==> config.mk <==
export PLATFORM = sky130hd
export DESIGN_NAME = region_write_arbiter
export DESIGN_NICKNAME = d
export VERILOG_FILES = /design/src/rtl/region_write_arbiter_pkg.sv /design/src/rtl/region_write_arbiter_rr_pick.sv /design/src/rtl/region_write_arbiter.sv
export SDC_FILE = /design/constraint.sdc
export NUM_CORES = 1
export LEC_CHECK = 0
export CAP_MARGIN = 5
export CORE_MARGIN = 2
export CORE_UTILIZATION = 27
export CTS_CLUSTER_SIZE = 25
export DETAILED_ROUTE_END_ITERATION = 10
export GPL_ROUTABILITY_DRIVEN = 1
export SYNTH_ARGS = -nofsm -noshare
export SYNTH_HDL_FRONTEND = slang
export SYNTH_HIERARCHICAL = 1
export SYNTH_SLANG_ARGS = --single-unit
==> constraint.sdc <==
create_clock -name clk -period 2.5 [get_ports clk]
set_input_delay 0.5 -clock clk [delete_from_list [all_inputs] [get_ports clk]]
set_output_delay 0.5 -clock clk [all_outputs]
set_load 0.05 [all_outputs]
==> src/rtl/region_write_arbiter_pkg.sv <==
// -----------------------------------------------------------------------------
// region_arbiter_pkg
//
// Shared definitions for the fifobram region write arbiter:
//   state_t   - arbiter FSM states (IDLE waiting for requests, BURST owned)
//   MEM_BIT   - wfifobram bit selecting the addressed memory target
//   FIFO_BIT  - wfifobram bit selecting the FIFO target
//   writes_region() - true when a beat targets at least one region side
// -----------------------------------------------------------------------------
package region_arbiter_pkg;

    typedef enum logic [0:0] {
        IDLE  = 1'b0,
        BURST = 1'b1
    } state_t;

    localparam int MEM_BIT  = 0;
    localparam int FIFO_BIT = 1;

    // A beat with neither target bit set is consumed but never written.
    function automatic logic writes_region(input logic [1:0] wfifobram);
        return wfifobram[MEM_BIT] | wfifobram[FIFO_BIT];
    endfunction

endpackage

==> src/rtl/region_write_arbiter_rr_pick.sv <==
// -----------------------------------------------------------------------------
// rr_pick
//
// Combinational round-robin picker. Searches the request vector starting at
// the requester just after i_last_owner and wrapping at N-1 -> 0, so the
// previous owner is always considered last.
//
// Ports:
//   i_req        [N-1:0]     request vector
//   i_last_owner [IDXW-1:0]  index of the most recent owner
//   o_grant      [N-1:0]     one-hot winner (0 when no request)
//   o_idx        [IDXW-1:0]  index of the winner (0 when no request)
//   o_any                    at least one request present
// -----------------------------------------------------------------------------
module rr_pick #(
    parameter int N    = 4,
    parameter int IDXW = (N > 1) ? $clog2(N) : 1
) (
    input  logic [N-1:0]    i_req,
    input  logic [IDXW-1:0] i_last_owner,
    output logic [N-1:0]    o_grant,
    output logic [IDXW-1:0] o_idx,
    output logic            o_any
);

    int w_cand;

    // Walk the offsets from farthest to nearest; the last hit written is the
    // nearest requester after i_last_owner, which is the round-robin winner.
    always_comb begin
        o_grant = '0;
        o_idx   = '0;
        w_cand  = 0;
        for (int k = N; k >= 1; k--) begin
            w_cand = int'(i_last_owner) + k;
            if (w_cand >= N) begin
                w_cand = w_cand - N;
            end
            if (i_req[w_cand[IDXW-1:0]]) begin
                o_grant                     = '0;
                o_grant[w_cand[IDXW-1:0]]   = 1'b1;
                o_idx                       = w_cand[IDXW-1:0];
            end
        end
    end

    assign o_any = |i_req;

endmodule

==> src/rtl/region_write_arbiter.sv <==
// -----------------------------------------------------------------------------
// region_write_arbiter
//
// Shares the single write channel of a fifobram region between several
// requesters. Round-robin arbitration with burst locking: the owner keeps the
// channel until it offers a beat marked last or reaches MAX_BURST beats.
// FIFO-targeted beats stall while the region reports almostfull. The write
// channel is registered and drives the region write port directly.
//
// Ports:
//   clk              single clock, rising edge
//   reset            asynchronous reset, active low
//   req_valid  [N]   beat offered by requester i
//   req_last   [N]   offered beat ends requester i's burst
//   req_waddr  [N*LOG2_DEPTH]  packed per-requester address (MEM writes)
//   req_wdata  [N*WIDTH]       packed per-requester data
//   req_wfifobram [N*2]        packed per-requester target (bit0 MEM, bit1 FIFO)
//   req_ready  [N]   beat of requester i accepted this cycle
//   grant      [N]   one-hot current owner, 0 when idle
//   wr_almostfull    region FIFO almost full
//   wr_we / wr_waddr / wr_wdata / wr_wfifobram   region write channel
//   burst_truncated  one-cycle pulse when a burst is cut at MAX_BURST
// -----------------------------------------------------------------------------
module region_write_arbiter
    import region_arbiter_pkg::*;
#(
    parameter int WIDTH          = 8,
    parameter int LOG2_DEPTH     = 5,
    parameter int NUM_REQUESTERS = 4,
    parameter int MAX_BURST      = 16
) (
    input  logic                                 clk,
    input  logic                                 reset,
    input  logic [NUM_REQUESTERS-1:0]            req_valid,
    input  logic [NUM_REQUESTERS-1:0]            req_last,
    input  logic [NUM_REQUESTERS*LOG2_DEPTH-1:0] req_waddr,
    input  logic [NUM_REQUESTERS*WIDTH-1:0]      req_wdata,
    input  logic [NUM_REQUESTERS*2-1:0]          req_wfifobram,
    output logic [NUM_REQUESTERS-1:0]            req_ready,
    output logic [NUM_REQUESTERS-1:0]            grant,
    input  logic                                 wr_almostfull,
    output logic                                 wr_we,
    output logic [LOG2_DEPTH-1:0]                wr_waddr,
    output logic [WIDTH-1:0]                     wr_wdata,
    output logic [1:0]                           wr_wfifobram,
    output logic                                 burst_truncated
);

    localparam int IDXW = $clog2(NUM_REQUESTERS);
    // One extra bit so the counter can represent MAX_BURST itself.
    localparam int CNTW = $clog2(MAX_BURST) + 1;

    // ------------------------------------------------------------------
    // Registers
    // ------------------------------------------------------------------
    state_t                      r_state;
    logic [NUM_REQUESTERS-1:0]   r_grant;
    logic [IDXW-1:0]             r_owner;
    logic [IDXW-1:0]             r_last_owner;
    logic [CNTW-1:0]             r_count;
    logic                        r_we;
    logic [LOG2_DEPTH-1:0]       r_waddr;
    logic [WIDTH-1:0]            r_wdata;
    logic [1:0]                  r_wfifobram;
    logic                        r_trunc;

    // ------------------------------------------------------------------
    // Per-requester views of the packed buses
    // ------------------------------------------------------------------
    logic [LOG2_DEPTH-1:0] w_waddr_arr [NUM_REQUESTERS];
    logic [WIDTH-1:0]      w_wdata_arr [NUM_REQUESTERS];
    logic [1:0]            w_wf_arr    [NUM_REQUESTERS];

    // Owner-selected beat and handshake
    logic                  w_own_valid;
    logic                  w_own_last;
    logic [1:0]            w_own_wf;
    logic                  w_stall;
    logic                  w_accept;
    logic [CNTW-1:0]       w_count_inc;
    logic                  w_hit_max;
    logic                  w_release;

    // Picker outputs
    logic [NUM_REQUESTERS-1:0] w_pick_grant;
    logic [IDXW-1:0]           w_pick_idx;
    logic                      w_pick_any;

    genvar gi;
    generate
        for (gi = 0; gi < NUM_REQUESTERS; gi++) begin : g_req
            assign w_waddr_arr[gi] = req_waddr[gi*LOG2_DEPTH +: LOG2_DEPTH];
            assign w_wdata_arr[gi] = req_wdata[gi*WIDTH +: WIDTH];
            assign w_wf_arr[gi]    = req_wfifobram[gi*2 +: 2];
            // Only the owner ever sees ready; everyone else holds its beat.
            assign req_ready[gi]   = w_accept && (r_owner == IDXW'(gi));
        end
    endgenerate

    rr_pick #(
        .N    (NUM_REQUESTERS),
        .IDXW (IDXW)
    ) u_rr_pick (
        .i_req        (req_valid),
        .i_last_owner (r_last_owner),
        .o_grant      (w_pick_grant),
        .o_idx        (w_pick_idx),
        .o_any        (w_pick_any)
    );

    assign w_own_valid = req_valid[r_owner];
    assign w_own_last  = req_last[r_owner];
    assign w_own_wf    = w_wf_arr[r_owner];

    // almostfull is used combinationally; its threshold leaves room for the
    // one beat already sitting in the output register.
    assign w_stall     = w_own_wf[FIFO_BIT] && wr_almostfull;
    assign w_accept    = (r_state == BURST) && w_own_valid && !w_stall;

    assign w_count_inc = r_count + 1'b1;
    assign w_hit_max   = (w_count_inc == CNTW'(MAX_BURST));
    assign w_release   = w_accept && (w_own_last || w_hit_max);

    // ------------------------------------------------------------------
    // Arbitration FSM
    // ------------------------------------------------------------------
    always_ff @(posedge clk or negedge reset) begin
        if (!reset) begin
            r_state      <= IDLE;
            r_grant      <= '0;
            r_owner      <= '0;
            // Last owner starts at the top index so requester 0 wins first.
            r_last_owner <= IDXW'(NUM_REQUESTERS - 1);
            r_count      <= '0;
            r_trunc      <= 1'b0;
        end else begin
            r_trunc <= 1'b0;
            case (r_state)
                IDLE: begin
                    // Grant takes effect next cycle; no beat is taken here,
                    // which gives the one idle cycle between bursts.
                    if (w_pick_any) begin
                        r_state <= BURST;
                        r_grant <= w_pick_grant;
                        r_owner <= w_pick_idx;
                        r_count <= '0;
                    end
                end
                BURST: begin
                    // An owner that drops valid simply keeps the grant.
                    if (w_accept) begin
                        r_count <= w_count_inc;
                    end
                    if (w_release) begin
                        r_state      <= IDLE;
                        r_grant      <= '0;
                        r_last_owner <= r_owner;
                        // Release without last can only be the length cap.
                        r_trunc      <= !w_own_last;
                    end
                end
                default: begin
                    r_state <= IDLE;
                end
            endcase
        end
    end

    // ------------------------------------------------------------------
    // Registered write channel. Address/data/target only move on a real
    // write, so they hold their previous values while wr_we is low.
    // ------------------------------------------------------------------
    always_ff @(posedge clk or negedge reset) begin
        if (!reset) begin
            r_we        <= 1'b0;
            r_waddr     <= '0;
            r_wdata     <= '0;
            r_wfifobram <= 2'b00;
        end else begin
            r_we <= 1'b0;
            if (w_accept && writes_region(w_own_wf)) begin
                r_we        <= 1'b1;
                r_waddr     <= w_waddr_arr[r_owner];
                r_wdata     <= w_wdata_arr[r_owner];
                r_wfifobram <= w_own_wf;
            end
        end
    end

    assign grant           = r_grant;
    assign wr_we           = r_we;
    assign wr_waddr        = r_waddr;
    assign wr_wdata        = r_wdata;
    assign wr_wfifobram    = r_wfifobram;
    assign burst_truncated = r_trunc;

endmodule

==> impl_metrics.py <==
metrics = {
    "route": {
        "drt_iter0_drc": 54,
        "vias_per_cell": 4.86,
        "post_drt_wl_per_cell_um": 15.4,
        "dr.pass1.iters": 4,
        "drt_wl_total_mm": 6.30,
        "vias": 1988,
        "antenna_left": 0,
        "post-route-drc-count": 0,
    },
    "timing": {
        "fmax_mhz": 413,
        "report.final.hold_viol_count": 0,
        "worst_slew_pin_slew_ns": 0.528,
        "tns_ns": 0,
        "max-slew-margin-rel": 0.647,
        "fin_crit_ns": 2.42,
        "setup_viol": 0,
        "period_share": 0.968,
        "fin_worst_skew_ns": 0.00785,
        "drv_slew": 0,
        "grt_setup_unrepaired": "false",
    },
    "final_layout": {
        "fin_util": 0.443,
        "drive_above_1_share": 0.296,
        "layout.nets": 381,
        "antenna_cells": 0,
        "layout_commonest_cell": "clkdlybuf4s50_1",
        "area_growth_pct": 59.1,
        "final_cell_mix": "89 x clkdlybuf4s50_1, 29 x dfrtp_1, 18 x nand2_1",
    },
    "floorplan": {
        "row_count": 33,
        "core_um2": 8260,
        "die_y_um": 96.3,
        "die_w_um": 96.3,
        "start_util": 0.279,
        "pin_count": 96,
        "die_area_um2": 9280,
    },
    "setup_path": {
        "cp_slowest_stage_delay_ns": 0.51,
        "crit_path_cell_trace": "clkdlybuf4s50_1 -> mux2i_1 -> o22ai_2 -> o221ai_2 -> nor3b_2 -> buf_12",
        "startpoint_type": "input port",
        "cp_max_fo": 3,
        "crit_type": "input port to primary output",
        "cp_slowest_cell": "clkdlybuf4s50_1",
        "cp-end-kind": "primary output",
        "required_ns": 2.00,
        "cp.arrival_ns": 1.92,
    },
    "synthesis": {
        "syn-cell-area_um2": 2300,
        "synth_edf_count": 0,
        "syn-num-nets": 273,
        "synth_top_flop_cell": "dfrtp_1",
        "avgSynthCellArea_um2": 11.8,
        "ys_top_cells_by_area": "dfrtp_1 32%, mux4_2 16%, mux2_2 7.3%, mux2_4 5.9%, ha_1 3.8%",
        "ys_seq_area_frac": 0.338,
        "ys_warn_count": 6,
        "yosysTopAreaCell": "dfrtp_1",
        "synthDistinctLibCells": 41,
        "synth_top_area_frac": 0.315,
        "ys_async_sr_fraction": 1.00,
        "syn_inst": 195,
        "synth-seq-cells": 31,
    },
    "clocking": {
        "insertion_delay_ns": 0.29,
        "cts_hold_buf": 0,
        "cts-buffers-inserted": 5,
        "cts_tree": "yes",
        "cts-root-buf": "clkbuf_8",
        "max-clock-path-buffers": 2,
        "clkSlewWorstSetupHoldPaths_ns": 0.06,
        "clock_sinks": 31,
        "htreeDepth": 2,
    },
    "job": {
        "maxCapViolCount": 0,
    },
    "power": {
        "leakage_nw": 1.47,
        "ir_drop_mv": 0.514,
        "cellPowerDensity_nw_per_um2": 1340,
    },
    "place": {
        "port_buffers": 95,
        "gp_congestion": 0.816,
        "hpwl_mm": 4.85,
    },
    "global_routing": {
        "grt_antenna_before_repair": 0,
        "grt_pass1_wl_mm": 9.39,
        "grt_max_degree": 32,
        "grtUsageTotal": 0.133,
        "grt-ovfl-total": 0,
        "grt_pass1_vias": 1939,
    },
    "outcome": {
        "status": "finished clean",
    },
    "worst_hold_path": {
        "hold_class": "flip-flop to flip-flop",
    },
}
==> what timing repair did <==
item	4_1_cts	5_1_grt
pin swaps	1	0
resized for setup	2	3
cloned	0	1
setup endpoints to repair	4	4
buffers inserted	0	0
==> where the power goes <==
part           total, mW  internal [mW]  leakage, nW  switching, mW
logic               3.48           1.66         1.03           1.82
registers          0.907          0.752        0.378          0.155
clock network      0.513          0.322       0.0612          0.191
==> metal layers <==
metal  wire length, µm  part of all wire  GRT usage
met1              2600              0.41      0.169
met2              3180              0.51      0.224
met3               427             0.068     0.0321
met4                87             0.014     0.0387
met5                 0                 0          0
==> critical path, delay by kind of cell <==
family	cells	cell delay, ns
multiplexers	1	0.11
buffers and inverters	2	0.68
AO/OA/AOI/OAI	2	0.35
AND/OR/NAND/NOR	1	0.28
==> final timing paths <==
kind	cells past startpoint	to	from	slack (ns)
worst max-delay path	6	req_ready[1]	req_valid[1]	0.08
worst min register to register	1	wr_wfifobram[0]	wr_wfifobram[0]	0.50
worst min-delay path	1	wr_wfifobram[0]	wr_wfifobram[0]	0.50
min in group asynchronous	2	burst_truncated	reset	0.61
worst max register to register	7	grant[1]	r_last_owner[0]	0.15
max in group asynchronous	2	r_last_owner[1]	reset	1.56
==> cell type report <==
cell class | instances | area, µm²
fillers | 800 | 4600
well taps | 105 | 131
inverters | 5 | 18.8
flip-flops and latches | 31 | 778
clock buffers | 6 | 82.6
repair buffers | 112 | 1130
clock inverters | 2 | 35.0
multi-input cells | 148 | 1490
==> kinds of logic (layout without fill, tap and decap cells) <==
| logic type | after synthesis | in the layout | share of synthesized area |
|---|---|---|---|
| AOI/OAI and AO/OA | 27 | 27 | 0.0930 |
| xor gates and xnor gates | 2 | 2 | 0.00761 |
| adders and majority gates | 7 | 7 | 0.0381 |
| buffers and inverters | 17 | 125 | 0.0402 |
| DFF | 31 | 31 | 0.338 |
| muxes | 52 | 53 | 0.347 |
| and+or+nand+nor | 59 | 59 | 0.135 |
==> registers in the layout (all words and copies together) (netlist names), 2 cells and up <==
signal and flops:
grant 4, r_count 5, r_last_owner 2, r_owner 2
wr_waddr 5, wr_wdata 8, wr_wfifobram 2
==> metrics by stage <==
| step | instance area [µm²] | std cells | worst slack [ns] | hold slack (ns) | power (mW) |
|---|---|---|---|---|---|
| 2_1_floorplan | 2320 | 195 | 0.0205 | 0.204 | 3.33 |
| 3_3_place_gp | 3510 | 400 | -0.0637 | 0.486 | 4.32 |
| 3_5_place_dp | 3510 | 400 | -0.134 | 0.491 | 4.35 |
| 4_1_cts | 3630 | 408 | 0.0525 | 0.508 | 4.88 |
| 5_1_grt | 3660 | 409 | 0.00318 | 0.528 | 5.23 |
| 6_report | 3660 | 409 | 0.0807 | 0.503 | 4.90 |
==> cell usage after synthesis (2+ instances only) <==
cell type and number:
nand2b_1 6, clkbuf_1 3, nand3b_1 2, mux2_2 15, mux2i_1 8, inv_1 5
nand3_1 7, mux2i_2 4, nor2b_1 4, o211ai_1 2, mux4_2 16, a22o_1 2
buf_2 5, nor2_1 9, buf_6 3, dfstp_2 2, dfrtp_1 29, nor3_1 2
a41oi_1 3, nand2_1 18, mux2_4 9, ha_1 7, nand4b_1 5, o21ai_0 9
xnor2_1 2, a21oi_1 3
(Power assumes the default switching activity.)
